File: config.mk
export PLATFORM = sky130hd
export DESIGN_NAME = mem_arbiter
export DESIGN_NICKNAME = d
export VERILOG_FILES = /design/src/rtl/cpu_types_pkg.sv /design/src/rtl/rr_arbiter.sv /design/src/rtl/mem_arbiter.sv
export SDC_FILE = /design/constraint.sdc
export NUM_CORES = 1
export LEC_CHECK = 0
export ABC_AREA = 1
export CAP_MARGIN = 20
export CORE_AREA = 2 2 167 169
export CTS_BUF_LIST = sky130_fd_sc_hd__clkbuf_16
export DETAILED_ROUTE_END_ITERATION = 8
export DIE_AREA = 0 0 169 171
export GPL_TIMING_DRIVEN = 0
export HOLD_SLACK_MARGIN = 0.12
export PLACE_DENSITY = 0.49
export REMOVE_ABC_BUFFERS = 1
export SLEW_MARGIN = 20
export SYNTH_ARGS = -nofsm -noshare
export SYNTH_HDL_FRONTEND = slang
export SYNTH_SLANG_ARGS = --single-unit
File: constraint.sdc
create_clock -name CLK -period 2 [get_ports CLK]
set_clock_uncertainty 0.15 [all_clocks]
set_input_delay 0.3 -clock CLK [delete_from_list [all_inputs] [get_ports CLK]]
set_output_delay 0.3 -clock CLK [all_outputs]
set_load 0.01 [all_outputs]
File: src/rtl/cpu_types_pkg.sv
// Shared CPU/memory-system types: RAM handshake state and the arbiter FSM encoding.
package cpu_types_pkg;

    typedef enum logic [1:0] {FREE, BUSY, ACCESS, ERROR} ramstate_t;
    typedef enum logic [1:0] {IDLE, IGRANT, DGRANT} arb_state_t;

    localparam int unsigned DEF_CORES  = 2;
    localparam int unsigned ARB_CORE_W = (DEF_CORES > 1) ? $clog2(DEF_CORES) : 1;

endpackage

File: src/rtl/rr_arbiter.sv
// Combinational round-robin picker: first set request at or after ptr, wrapping modulo N.
module rr_arbiter #(
    parameter int unsigned N = 2,
    parameter int unsigned W = 1
) (
    input  logic [N-1:0] req,
    input  logic [W-1:0] ptr,
    output logic [W-1:0] gnt_idx,
    output logic         any
);

    logic [2*N-1:0] w_rot;
    logic [W:0]     w_sum;

    // Rotate so bit 0 is the ptr position; the first hit's offset is then added back mod N.
    always_comb begin
        w_rot   = {req, req} >> ptr;
        w_sum   = '0;
        gnt_idx = '0;
        any     = 1'b0;
        for (int unsigned i = 0; i < N; i++) begin
            if (!any && w_rot[i]) begin
                any     = 1'b1;
                w_sum   = {1'b0, ptr} + (W+1)'(i);
                gnt_idx = (w_sum >= (W+1)'(N)) ? W'(w_sum - (W+1)'(N)) : W'(w_sum);
            end
        end
    end

endmodule

File: src/rtl/mem_arbiter.sv
// Single RAM port shared by per-core icache/dcache miss paths; dcache has priority,
// round-robin within each class, dcache bursts held, icache starvation bounded.
module mem_arbiter
    import cpu_types_pkg::*;
#(
    parameter int unsigned CORES       = 2,
    parameter int unsigned BURST_WORDS = 2
) (
    input  logic              CLK,
    input  logic              nRST,
    input  logic [CORES-1:0]    iREN,
    input  logic [CORES*32-1:0] iaddr,
    output logic [CORES-1:0]    iwait,
    output logic [CORES*32-1:0] iload,
    input  logic [CORES-1:0]    dREN,
    input  logic [CORES-1:0]    dWEN,
    input  logic [CORES*32-1:0] daddr,
    input  logic [CORES*32-1:0] dstore,
    output logic [CORES-1:0]    dwait,
    output logic [CORES*32-1:0] dload,
    output logic              ramREN,
    output logic              ramWEN,
    output logic [31:0]       ramaddr,
    output logic [31:0]       ramstore,
    input  logic [31:0]       ramload,
    input  ramstate_t         ramstate
);

    localparam int unsigned CW  = (CORES > 1) ? $clog2(CORES) : 1;
    localparam int unsigned BCW = $clog2(BURST_WORDS + 1);
    localparam int unsigned SCW = $clog2(CORES + 1);

    arb_state_t     r_state;
    logic [CW-1:0]  r_owner;
    logic [CW-1:0]  r_rr_i;
    logic [CW-1:0]  r_rr_d;
    logic [BCW-1:0] r_burst_cnt;
    logic [SCW-1:0] r_skip_cnt [CORES];

    logic [31:0]      w_iaddr  [CORES];
    logic [31:0]      w_daddr  [CORES];
    logic [31:0]      w_dstore [CORES];
    logic [CORES-1:0] w_dreq;
    logic [CORES-1:0] w_starved;
    logic [CORES-1:0] w_ireq_sel;
    logic [CW-1:0]    w_i_gnt;
    logic [CW-1:0]    w_d_gnt;
    logic             w_i_any;
    logic             w_d_any;
    logic [CW-1:0]    w_owner_inc;
    logic [BCW-1:0]   w_burst_next;
    logic             w_burst_done;
    logic             w_access;
    logic             w_error;

    always_comb begin
        for (int unsigned c = 0; c < CORES; c++) begin
            w_iaddr[c]   = iaddr[c*32 +: 32];
            w_daddr[c]   = daddr[c*32 +: 32];
            w_dstore[c]  = dstore[c*32 +: 32];
            w_starved[c] = iREN[c] && (r_skip_cnt[c] == SCW'(CORES));
        end
    end

    assign w_dreq       = dREN | dWEN;
    assign w_ireq_sel   = (|w_starved) ? w_starved : iREN;
    assign w_access     = (ramstate == ACCESS);
    assign w_error      = (ramstate == ERROR);
    assign w_owner_inc  = (32'(r_owner) + 1 >= CORES) ? '0 : r_owner + 1'b1;
    assign w_burst_next = r_burst_cnt + 1'b1;
    assign w_burst_done = (32'(w_burst_next) >= BURST_WORDS);

    rr_arbiter #(.N(CORES), .W(CW)) u_rr_i (
        .req     (w_ireq_sel),
        .ptr     (r_rr_i),
        .gnt_idx (w_i_gnt),
        .any     (w_i_any)
    );

    rr_arbiter #(.N(CORES), .W(CW)) u_rr_d (
        .req     (w_dreq),
        .ptr     (r_rr_d),
        .gnt_idx (w_d_gnt),
        .any     (w_d_any)
    );

    always_ff @(posedge CLK or negedge nRST) begin
        if (!nRST) begin
            r_state     <= IDLE;
            r_owner     <= '0;
            r_rr_i      <= '0;
            r_rr_d      <= '0;
            r_burst_cnt <= '0;
            for (int unsigned c = 0; c < CORES; c++) begin
                r_skip_cnt[c] <= '0;
            end
        end else begin
            case (r_state)
                IDLE: begin
                    if (|w_starved) begin
                        r_state <= IGRANT;
                        r_owner <= w_i_gnt;
                    end else if (w_d_any) begin
                        r_state     <= DGRANT;
                        r_owner     <= w_d_gnt;
                        r_burst_cnt <= '0;
                        // Every icache passed over by this burst moves one step toward a forced grant.
                        for (int unsigned c = 0; c < CORES; c++) begin
                            if (iREN[c] && (r_skip_cnt[c] != SCW'(CORES))) begin
                                r_skip_cnt[c] <= r_skip_cnt[c] + 1'b1;
                            end
                        end
                    end else if (w_i_any) begin
                        r_state <= IGRANT;
                        r_owner <= w_i_gnt;
                    end
                end
                IGRANT: begin
                    if (!iREN[r_owner]) begin
                        r_state <= IDLE;
                    end else if (w_access) begin
                        r_state             <= IDLE;
                        r_rr_i              <= w_owner_inc;
                        r_skip_cnt[r_owner] <= '0;
                    end else if (w_error) begin
                        r_state <= IDLE;
                    end
                end
                DGRANT: begin
                    if (!w_dreq[r_owner]) begin
                        r_state <= IDLE;
                        r_rr_d  <= w_owner_inc;
                    end else if (w_error) begin
                        r_state <= IDLE;
                    end else if (w_access) begin
                        r_burst_cnt <= w_burst_next;
                        if (w_burst_done) begin
                            r_state <= IDLE;
                            r_rr_d  <= w_owner_inc;
                        end
                    end
                end
                default: r_state <= IDLE;
            endcase
        end
    end

    always_comb begin
        ramREN   = 1'b0;
        ramWEN   = 1'b0;
        ramaddr  = '0;
        ramstore = '0;
        iwait    = '1;
        dwait    = '1;
        case (r_state)
            IGRANT: begin
                ramREN  = 1'b1;
                ramaddr = w_iaddr[r_owner];
                if (w_access) iwait[r_owner] = 1'b0;
            end
            DGRANT: begin
                ramWEN   = dWEN[r_owner];
                ramREN   = dREN[r_owner] & ~dWEN[r_owner];
                ramaddr  = w_daddr[r_owner];
                ramstore = w_dstore[r_owner];
                if (w_access) dwait[r_owner] = 1'b0;
            end
            default: ;
        endcase
    end

    assign iload = {CORES{ramload}};
    assign dload = {CORES{ramload}};

endmodule

==> metrics, run 1 <==
status complete, but fails checks; failing checks negative setup slack; maximum clock insertion buffer count 2; vias per cell 4.03; CTS root buffer clkbuf_16; clk slew on worst S/H paths 0.04 ns; worst min path class input pin to async pin; Crit. End Element primary output; effective utilization at floorplan 10.9%; synthesis-to-layout area growth 107%; initial antenna violation count 1; DRT iter0 DRCs 199; syn_area_per_cell 6.42 sq um; pre-CTS setup slack -1.22 ns; Yosys reg bits 11; CTS tree done; DRT Pass-1 Iters 5; Min Clock Period, post-route 2.34 ns; nets 889; setup TNS -14.74 ns; Synth Instances 462; Die Wd 169 um; GRT Total Usage 14.0%; hold buffers post-CTS 0; Max Freq 428 MHz; RePlAce Congestion 0.749; CP Class flop to primary output; Final Hold Vio Count 0; largest net degree at the start of global routing 18; number of global-route vias before repair 3937; GRT overflow 0; worst-margin pin slew 0.562 ns; # H-tree levels 1; layout cell share with drive strength beyond 1 30.4%; CP Data Required Time 1.55 ns; Final Setup Violations 68; CP max FO 16; register area share after synthesis 9.28%; synth warn 0; Sink Count 11; mapped cell area 2970 sq um; CP arrival 1.89 ns; relative slew slack 62.4%; Rows 61; internal reg-to-reg setup slack 0.16 ns; crit path launch type flop; Tot Pwr 0.00778 W; peak supply drop 0.387 mV; PnR worst setup slack -0.337 ns; port bufs 271; max cap viols 0; Die Ht 171 um; Detail Placement HPWL 14.6 mm; drc violations 0; Non-Filler Instances 996; DR WL/cell 22.1 um; Power Density 1270 nW/um^2; I/O pins 432; Core ar. 27300 sq um; Slew Limit Fails 0; Placed Instances 930; most common cell after layout, fill and taps aside clkdlybuf4s50_1; static leakage 2.47 nW; Die Area 28900 sq um; RSZ-0062 raised after global routing true; most frequent cells in the layout clkdlybuf4s50_1, nand2_1, buf_2, a22o_1, a31oi_1; Unique masters post-synth 21; first-pass GRT wire length 28.8 mm; Final ANT Viol Nets 0; TritonCTS Buffers 3; Worst-Skew Late Latency 0.24 ns; final WL 22.0 mm; via count 4009; Period Utilization, post-route 117%
-- registers in the layout, summed over array words and instances, names as in the netlist --
signal / count
r_skip_cnt: 4
r_burst_cnt: 2
r_state: 2
r_owner: 1
r_rr_d: 1
r_rr_i: 1
-- worst max-delay path, stage by stage (launching register included) --
cell and delay [ns]:
dfrtp_2 0.43, ha_4 0.19, buf_4 0.15, nand2_8 0.13
buf_12 0.14, inv_16 0.06, a22oi_2 0.23, a31oi_4 0.14
buf_6 0.14
-- what timing repair did --
item | in CTS | in global routing
buffers inserted | 40 | 11
resized for setup | 380 | 47
setup endpoints to repair | 70 | 70
gates cloned | 15 | 0
pin swaps | 42 | 22
-- layer usage --
metal	vias to the layer above	share of wire, %	global-route usage, %
li1	1850	-	-
met1	1876	44	19.2
met2	268	43	19.4
met4	3	0.51	2.19
met5	-	0.24	4.35
met3	12	13	6.99
-- area by class of cell --
cell class / count / area (sq um)
diodes: 1 / 2.50
clock buffers: 3 / 75.1
clock inverters: 1 / 3.75
fillers: 3026 / 21200
inverters: 22 / 134
multi-input cells: 276 / 1840
flip-flops and latches: 11 / 280
well taps: 346 / 433
repair buffers: 330 / 3270
repair inverters: 6 / 97.6
-- synthesized netlist by cell type --
cell type	number	share of area, %
inv_1	20	2.5
nand3_1	14	2.4
o21ai_0	12	2.0
ha_1	5	2.1
dfrtp_1	11	9.3
a22o_1	32	9.4
o211ai_1	1	0.25
inv_2	2	0.25
or2_2	1	0.21
a31oi_1	32	6.7
buf_4	132	33
a21oi_1	4	0.67
o2111ai_1	1	0.30
nand2_1	122	15
buf_6	2	0.76
nor2_1	13	1.6
nor2_2	1	0.21
nand4_1	6	1.3
a22oi_1	32	8.1
buf_2	14	2.4
clkbuf_1	5	0.63
-- logic make-up after synthesis --
logic type	Yosys count	synth area share, %
compound gates	114	27.5
fa+ha+maj	5	2.11
simple gates	157	21.1
buf+inv	175	39.9
flops	11	9.28
-- stage by stage --
| stage | utilization, % | hold WS (ns) | area, sq um |
|---|---|---|---|
| after floorplan | - | -0.146 | 1860 |
| after global placement | 18.3 | 0.338 | 5010 |
| after detailed placement | 18.7 | 0.339 | 5100 |
| after CTS | 21.7 | 0.321 | 5920 |
| after global routing | 22.4 | 0.326 | 6130 |
| final | 22.4 | 0.273 | 6130 |
-- final timing paths --
check                                                start                    endpoint  cells after the start
worst max-delay path                r_state[1]$_DFFE_PN0P_                 ramaddr[21]                      8
worst min-delay path                                  nRST   r_skip_cnt[2]$_DFFE_PN0P_                      1
worst max register to register      r_state[0]$_DFFE_PN0P_   r_skip_cnt[3]$_DFFE_PN0P_                      8
worst min register to register  r_burst_cnt[1]$_DFFE_PN0P_  r_burst_cnt[1]$_DFFE_PN0P_                      2
max in group asynchronous                             nRST         r_owner$_DFFE_PN0P_                      1
min in group CLK                r_burst_cnt[1]$_DFFE_PN0P_  r_burst_cnt[1]$_DFFE_PN0P_                      2
-- power breakdown --
part	leakage [nW]	internal, W	switching [W]
registers	0.136	0.000341	0.000110
logic	2.30	0.00348	0.00347
clock network	0.0423	0.000263	0.000107
No activity file was read; power rests on OpenSTA's default activity.
==> run 2: changes to the inputs <==
CORE_AREA = 3 3 168 170   (was 2 2 167 169)
DIE_AREA = 0 0 171 173   (was 0 0 169 171)
==> metrics, run 2 (same netlist as run 1, synthesis figures left out) <==
status complete, but fails checks (unchanged); failing checks negative setup slack (unchanged); # H-tree levels 1 (unchanged); DRT iter0 DRCs 178 (was 199); Rows 60 (was 61); register share of total power 6.2% (was 5.8%); worst min path class input pin to async pin (unchanged); Max Freq 427 MHz (was 428 MHz); maximum clock insertion buffer count 2 (unchanged); port bufs 271 (unchanged); vias per cell 4.07 (was 4.03); CP Class flop to primary output (unchanged); Worst-Skew Late Latency 0.24 ns (about the same); Core ar. 26900 sq um (was 27300 sq um); effective utilization at floorplan 11.0% (was 10.9%); CP max FO 7 (was 16); Die Area 29600 sq um (was 28900 sq um); PnR worst setup slack -0.343 ns (was -0.337 ns); cell area after layout 5910 sq um (was 6130 sq um); Antenna Cells 0 (was 1); switching share of power 47.1% (was 47.5%); NetSw 0.00339 W (was 0.00369 W); RePlAce Congestion 0.736 (was 0.749); Power Density 1220 nW/um^2 (was 1270 nW/um^2); register area 280 sq um (unchanged); peak supply drop 0.717 mV (was 0.387 mV); cell family with most CP delay buffers and inverters (unchanged); area taken by multi-input logic gates 1770 sq um (was 1840 sq um); Crit. End Element primary output (unchanged); Die Wd 171 um (was 169 um); Comb power frac 88.5% (was 89.4%); CP most frequent cell buf_6; TritonCTS Buffers 3 (unchanged); GRT overflow 0 (unchanged); cell-internal power 0.00381 W (was 0.00409 W); CP arrival 1.89 ns (about the same); static leakage 2.41 nW (was 2.47 nW); Period Utilization, post-route 117% (about the same); max reg flops 4 (unchanged); largest net degree at the start of global routing 34 (was 18); CTS tree done (unchanged); biggest regs r_skip_cnt (4), r_burst_cnt (2), r_state (2) (unchanged); I/O pins 432 (unchanged); relative slew slack 61.2% (was 62.4%); critical path's slowest cell dfrtp_2 (unchanged); fill count 3044 (was 3026); number of global-route vias before repair 4025 (was 3937); pre-CTS setup slack -1.13 ns (was -1.22 ns); worst-margin pin slew 0.581 ns (was 0.562 ns); Sink Count 11 (unchanged); CP Data Required Time 1.55 ns (about the same); first-pass GRT wire length 29.2 mm (was 28.8 mm); Die Ht 173 um (was 171 um); sequence of cells on the critical path inv_2 -> ha_4 -> inv_6 -> nor2_4 -> buf_6 -> buf_12 -> buf_6 -> nand2_2 -> a31oi_1 -> buf_2 (was ha_4 -> buf_4 -> nand2_8 -> buf_12 -> inv_16 -> a22oi_2 -> a31oi_4 -> buf_6); RSZ-0062 raised after global routing true (unchanged); crit path launch type flop (unchanged); Slew Limit Fails 0 (unchanged); most frequent cells in the layout clkdlybuf4s50_1, nand2_1, buf_2, buf_6, a22o_1 (was clkdlybuf4s50_1, nand2_1, buf_2, a22o_1, a31oi_1); DRT Pass-1 Iters 6 (was 5); CP bufs+invs 6 (was 4); via count 4000 (was 4009); synthesis-to-layout area growth 99.2% (was 107%); Final Hold Vio Count 0 (unchanged); max cap viols 0 (unchanged); GRT Total Usage 13.5% (was 14.0%); Clock power frac 5.3% (was 4.8%); drc violations 0 (unchanged); layout cell share with drive strength beyond 1 27.6% (was 30.4%); Final ANT Viol Nets 0 (unchanged); initial antenna violation count 1 (unchanged); Final Setup Violations 68 (unchanged); Biggest register r_skip_cnt (unchanged); Min Clock Period, post-route 2.34 ns (about the same); clk slew on worst S/H paths 0.05 ns (was 0.04 ns); CP max stage delay 0.43 ns (about the same); most common cell after layout, fill and taps aside clkdlybuf4s50_1 (unchanged); nets 881 (was 889); final WL 21.3 mm (was 22.0 mm); DR WL/cell 21.7 um (was 22.1 um); Detail Placement HPWL 15.0 mm (was 14.6 mm); CTS root buffer clkbuf_16 (unchanged); Area after DPL 5100 sq um (about the same)
## run 2: layout make-up
type / instances / share of cell area (%)
Clock buffer: 3 / 1.27
Clock inverter: 1 / 0.0635
Inverter: 22 / 2.35
Multi-Input combinational cell: 276 / 29.9
Sequential cell: 11 / 4.74
Tap cell: 341 / 7.22
Timing Repair Buffer: 326 / 53.9
Timing Repair inverter: 2 / 0.487
## run 2: path summary, 6_finish.rpt
check | slack (ns) | startpoint | to | cells after the start
setup / recovery | -0.34 | r_state[1]$_DFFE_PN0P_ | ramaddr[13] | 10
hold / removal | 0.28 | nRST | r_skip_cnt[2]$_DFFE_PN0P_ | 1
setup reg to reg | 0.22 | r_skip_cnt[2]$_DFFE_PN0P_ | r_skip_cnt[0]$_DFFE_PN0P_ | 10
hold reg to reg | 0.35 | r_burst_cnt[1]$_DFFE_PN0P_ | r_burst_cnt[1]$_DFFE_PN0P_ | 2
max in group asynchronous | 0.99 | nRST | r_owner$_DFFE_PN0P_ | 1
min in group CLK | 0.35 | r_burst_cnt[1]$_DFFE_PN0P_ | r_burst_cnt[1]$_DFFE_PN0P_ | 2
## run 2: power by group through the flow
stage | clock network (W) | registers [W] | logic, W
after floorplan | 0 | 0.000415 | 0.00217
after global placement | 0 | 0.000439 | 0.00393
after detailed placement | 0 | 0.000450 | 0.00473
after CTS | 0.000385 | 0.000448 | 0.00613
after global routing | 0.000399 | 0.000461 | 0.00690
final | 0.000378 | 0.000447 | 0.00637
## run 2: through the flow
step | utilization, % | setup TNS, ns | instances | power [W] | hold slack [ns]
floorplan | - | -109.83 | 309 | 0.00258 | -0.146
global placement | 18.6 | -265.20 | 921 | 0.00437 | 0.334
detailed placement | 19.0 | -59.73 | 925 | 0.00518 | 0.337
CTS | 21.2 | -20.49 | 976 | 0.00697 | 0.313
global route | 22.0 | -23.20 | 982 | 0.00776 | 0.325
finish | 22.0 | -16.50 | 982 | 0.00719 | 0.278
## run 2: per-layer routing
layer,GRT usage (%),part of all wire (%),vias up
li1,-,-,1821
met3,7.38,12,15
met4,1.61,0.90,6
met5,4.85,0.36,-
met2,19.9,44,244
met1,17.5,43,1914
## run 2: worst register-to-register path: stages, from the launching register on
cell     delay [ns]
dfrtp_1        0.38
inv_1          0.06
ha_1           0.22
nand2_1        0.08
nand2_1        0.07
inv_1          0.05
nand2_1        0.08
nand2_1        0.29
nand3_1        0.16
nand2_1        0.08
nand2_1        0.05
## run 2: timing repair
item	CTS	global route
resized for setup	351	58
pin swaps	42	24
setup endpoints to repair	70	70
gates cloned	9	1
hold buffers	0	0
setup buffers	38	10
==> run 3: changes to the inputs <==
CORE_AREA = 2 2 167 169   (was 3 3 168 170)
DIE_AREA = 0 0 169 171   (was 0 0 171 173)
==> results of run 3 <==
Same layout as run 1: the final DEF is identical, and so are final timing and power.
==> edit 1 (settings of run 3) <==
Set the parameter `BURST_WORDS` to 4 (it was 2).
--- a/src/rtl/mem_arbiter.sv
+++ b/src/rtl/mem_arbiter.sv
@@ -6,3 +6,3 @@
     parameter int unsigned CORES       = 2,
-    parameter int unsigned BURST_WORDS = 2
+    parameter int unsigned BURST_WORDS = 4
 ) (
Function: changed (Yosys sat finds a counterexample within 4 cycles, from zero or initial values and one cycle with nRST low).
==> edit 1 against run 3 <==
The run still ends with setup timing left; global-route usage fell by 1.0 points; setup slack got worse by 37 ps; synthesized cell count is 1.1% higher; power is 9.3% lower; wire length fell by 5.1%; area after synthesis increased by 2.7%; cell area decreased by 3.2%; sequential cell count increased by 1; critical path type unchanged; largest cell class unchanged; highest routed layer unchanged.
==> edit 1: results (changes against run 3) <==
Outcome
  – Outcome: finished with violations (unchanged)
  – Violated checks: setup timing (unchanged)

Place
  – Placed cell area: 5139 sq um (was 5105 sq um)
  – DP Wirelength: 14.31 mm (was 14.65 mm)
  – Pre-CTS WS: -1747 ps (was -1216 ps)
  – Placer congestion estimate: 0.7367 (was 0.7492)

CTS
  – Longest Clk Path Bufs: 2 (unchanged)
  – Clk Latency, worst-skew pair: 240 ps (about the same)

Cells and area
  – Share of cells above drive strength 1: 0.2995 (was 0.3035)
  – Final Net Count: 873 (was 889)
  – Top Registers: r_skip_cnt: 4 flops, r_burst_cnt: 3 flops, r_state: 2 flops (was r_skip_cnt: 4 flops, r_burst_cnt: 2 flops, r_state: 2 flops)
  – Diode count: 0 (was 1)

Routing
  – Via count: 3910 (was 4009)
  – Pre-Repair DR Iteration Count: 6 (was 5)
  – Detailed Route Iter0 Violations: 142 (was 199)
  – DR WL/cell: 21.35 microns (was 22.07 microns)

Global route
  – Initial antenna violation count: 0 (was 1)
  – First-pass GRT wire length: 27.30 mm (was 28.81 mm)
  – GRT Total Usage: 0.1299 (was 0.1399)
  – Pin count of the biggest net entering global routing: 34 (was 18)
  – Number of global-route vias before repair: 3839 (was 3937)

Timing
  – Setup ws final: -374.1 ps (was -337.4 ps)
  – Final setup fails: 68 (unchanged)
  – Rel. slew slack: 0.5897 (was 0.6242)

Synth
  – Synth warn: 0 (unchanged)
  – Sequential cell area fraction in the yosys report: 0.09860 (was 0.09279)
  – Library cells used by synthesis: 25 (was 21)
  – Synth cell count leaders: buf_4 (134), nand2_1 (126), a22o_1 (32), a22oi_1 (32), a31oi_1 (32) (was buf_4 (132), nand2_1 (122), a22o_1 (32), a22oi_1 (32), a31oi_1 (32))
  – Area contributors post-synth: buf_4 (33%), nand2_1 (16%), dfrtp_1 (9.9%) (was buf_4 (33%), nand2_1 (15%), a22o_1 (9.4%))

Pwr
  – Internal: 3.580 mW (was 4.086 mW)
  – Peak supply drop: 0.0006946 V (was 0.0003870 V)
  – Lkg Pwr: 2.395 nW (was 2.474 nW)

Min path
  – Worst Hold Class: in -> async (unchanged)

Critical path
  – Crit path arrival time: 1920 ps (was 1890 ps)
  – Crit Path Max Fanout: 6 (was 16)
## edit 1: cell count changes after synthesis, sizes merged, moves of 2 or more
cell,delta
nand2,+4
inv,-2
nand4,-2
nor2,+2
## edit 1: timing repair
item / CTS / global route
gates cloned: 7 / 1
setup buffers: 28 / 9
resized for setup: 341 / 88
endpoints found under the setup margin: 70 / 70
pin swaps: 32 / 47
## edit 1: metrics by stage
step | instances | utilization | power [mW] | setup TNS [ps]
after global placement | 931 | 0.1856 | 4.870 | -179040
after floorplan | 314 | - | 2.607 | -55430
after global routing | 977 | 0.2172 | 7.585 | -21830
after CTS | 971 | 0.2084 | 6.690 | -17800
after detailed placement | 934 | 0.1881 | 5.239 | -73330
final | 977 | 0.2172 | 7.049 | -16520
## edit 1: worst max-delay path, stage by stage (launching register included)
cell and delay [ps]:
dfrtp_1 380, inv_2 70, ha_4 190, inv_6 80
nor2_4 40, buf_12 140, buf_16 150, a22oi_2 260
a31oi_4 190, buf_6 160
## edit 1: cell type report
cell class / count / area [sq um]
clock buffers: 3 / 75.07
fillers: 3071 / 21390
inverters: 20 / 131.4
multi-input cells: 283 / 1949
flip-flops and latches: 12 / 305.3
well taps: 346 / 432.9
repair buffers: 310 / 3003
repair inverters: 3 / 37.54
## edit 1: power by group through the flow
stage	clock network, mW	registers [mW]	logic [mW]
finish	0.377	0.469	6.20
global route	0.397	0.485	6.70
CTS	0.383	0.465	5.84
detailed placement	0	0.485	4.75
global placement	0	0.476	4.39
floorplan	0	0.446	2.16
## edit 1: kinds of logic (layout without fill, tap and decap cells)
family / Yosys count / in the layout / synth area share
buffers and inverters: 173 / 336 / 0.3924
and+or+nand+nor: 163 / 164 / 0.2177
AOI/OAI and AO/OA: 113 / 113 / 0.2666
DFF: 12 / 12 / 0.09860
adders and majority gates: 6 / 6 / 0.02465
## edit 1: worst paths after layout
| path | startpoint | to | slack (ps) | cells past startpoint |
|---|---|---|---|---|
| min | nRST | r_rr_i | 290 | 1 |
| max reg2reg | r_state[1] | r_skip_cnt[1] | 170 | 9 |
| max | r_state[0] | ramaddr[13] | -370 | 9 |
| min in group CLK | r_burst_cnt[1] | r_burst_cnt[1] | 330 | 2 |
| min reg2reg | r_burst_cnt[1] | r_burst_cnt[1] | 330 | 2 |
| max in group asynchronous | nRST | r_owner | 950 | 1 |
## edit 1: routing by layer
layer / share of wire / up-vias / global-route usage
met4: 0.0040 / 2 / 0.01263
met1: 0.47 / 1854 / 0.1819
met2: 0.43 / 237 / 0.1839
met3: 0.097 / 8 / 0.05806
met5: 0.0026 / - / 0.04348
li1: - / 1809 / -
==> edit 2 (config.mk and constraints of run 3) <==
Made on the original files. Re-encode `arb_state_t` (3 states) as one-hot, 3 bits wide.
--- a/src/rtl/cpu_types_pkg.sv
+++ b/src/rtl/cpu_types_pkg.sv
@@ -4,3 +4,3 @@
     typedef enum logic [1:0] {FREE, BUSY, ACCESS, ERROR} ramstate_t;
-    typedef enum logic [1:0] {IDLE, IGRANT, DGRANT} arb_state_t;
+    typedef enum logic [2:0] {IDLE = 3'b001, IGRANT = 3'b010, DGRANT = 3'b100} arb_state_t;
 
Behaviour: same outputs for any inputs over 4 cycles, from zero or initial values and one cycle with nRST low; so few cycles prove little.
==> edit 2 against run 3 <==
The run still ends with setup timing left; power is 28% lower; setup slack better by 100 ps; non-clock buffer count up 38; area after synthesis increased by 7.1%; sequential cell count is 1 higher; wire length rose by 25%; critical path depth is 1 higher; cell area up 16%; critical path type unchanged; critical endpoint is now ramaddr[5]; largest cell class unchanged.
==> edit 2: results (changes against run 3) <==
Critical path
  – Crit Path Max Fanout: 9 (was 16)
  – Worst setup endpoint: ramaddr[5] (was ramaddr[21])
  – Cell family with most CP delay: flip-flops (was buffers and inverters)
  – Critical path's largest stage delay: 550 ps (was 430 ps)
  – Reg2reg end: r_skip_cnt[2] (was r_skip_cnt[3])
  – Crit path arrival time: 1790 ps (was 1890 ps)
  – Setup crit start: r_state[0] (was r_state[1])

Pwr
  – Lkg Pwr: 3.381 nW (was 2.474 nW)
  – Peak supply drop: 0.0004396 V (was 0.0003870 V)
  – Pwr Density: 780.4 nW/um^2 (was 1268 nW/um^2)
  – Switching pwr: 2.665 mW (was 3.690 mW)
  – Gate power share: 0.849 (was 0.894)

Routing
  – Vias per cell: 4.030 (was 4.025)
  – Pre-Repair DR Iteration Count: 4 (was 5)
  – Detailed Route Iter0 Violations: 179 (was 199)

Outcome
  – Outcome: finished with violations (unchanged)
  – Violated checks: setup timing (unchanged)

Synth
  – Area contributors post-synth: nand2_1 (32%), buf_4 (32%), dfrtp_1 (8.7%) (was buf_4 (33%), nand2_1 (15%), a22o_1 (9.4%))
  – Library cells used by synthesis: 24 (was 21)
  – Complex-gate fraction of the synthesized area: 0.02166 (was 0.2754)
  – Sequential cell area fraction in the yosys report: 0.09492 (was 0.09279)
  – Gate Count Post-Synth: 558 (was 462)
  – Adder-Cell Fraction of Synth Area: 0.007877 (was 0.02109)

Global route
  – First-pass GRT wire length: 35.34 mm (was 28.81 mm)
  – Number of global-route vias before repair: 4570 (was 3937)
  – Pin count of the biggest net entering global routing: 14 (was 18)

Place
  – Pre-CTS WS: -1157 ps (was -1216 ps)
  – Placed cell area: 5176 sq um (was 5105 sq um)
  – Cell Count Post-Placement: 1026 (was 930)

Cells and area
  – Final Instance Area: 7134 sq um (was 6132 sq um)
  – Fin cells: 1140 (was 996)
  – FILL cells: 2992 (was 3026)
  – Share of cells above drive strength 1: 0.4212 (was 0.3035)

Timing
  – Worst Max-Slew Pin Slew: 617.1 ps (was 561.9 ps)
  – Hold slack: 298.0 ps (was 273.1 ps)
  – Setup ws final: -237.6 ps (was -337.4 ps)
  – Final setup fails: 64 (was 68)
  – TNS Setup: -9547 ps (was -14740 ps)
==> edit 2: kinds of logic (layout without fill, tap and decap cells) <==
group,after synthesis,after routing
AOI/OAI and AO/OA,12,12
DFF,12,12
buffers and inverters,176,409
and+or+nand+nor,356,358
adders and majority gates,2,2
other,0,1
==> edit 2: timing repair <==
item                                    in CTS  in global routing
endpoints found under the setup margin      70                 69
pin swaps                                   45                 34
resized for setup                          523                116
endpoints found under the hold margin        0                  0
buffers inserted                            82                 19
cloned                                      12                  0
==> edit 2: area by class of cell <==
class                   instances  share of cell area
repair inverters               10             0.02525
multi-input cells             372              0.3097
clock buffers                   3             0.01052
flip-flops and latches         12             0.04279
repair buffers                368              0.5293
clock inverters                 1           0.0005261
well taps                     346             0.06068
diodes                          1           0.0003508
inverters                      27             0.02087
==> edit 2: layer usage <==
layer	wire (microns)	vias up	global-route usage
met5	199	-	0.05739
met4	1005	8	0.05128
met3	4637	39	0.1356
met2	11460	361	0.2635
met1	10220	2097	0.1899
li1	-	2089	-
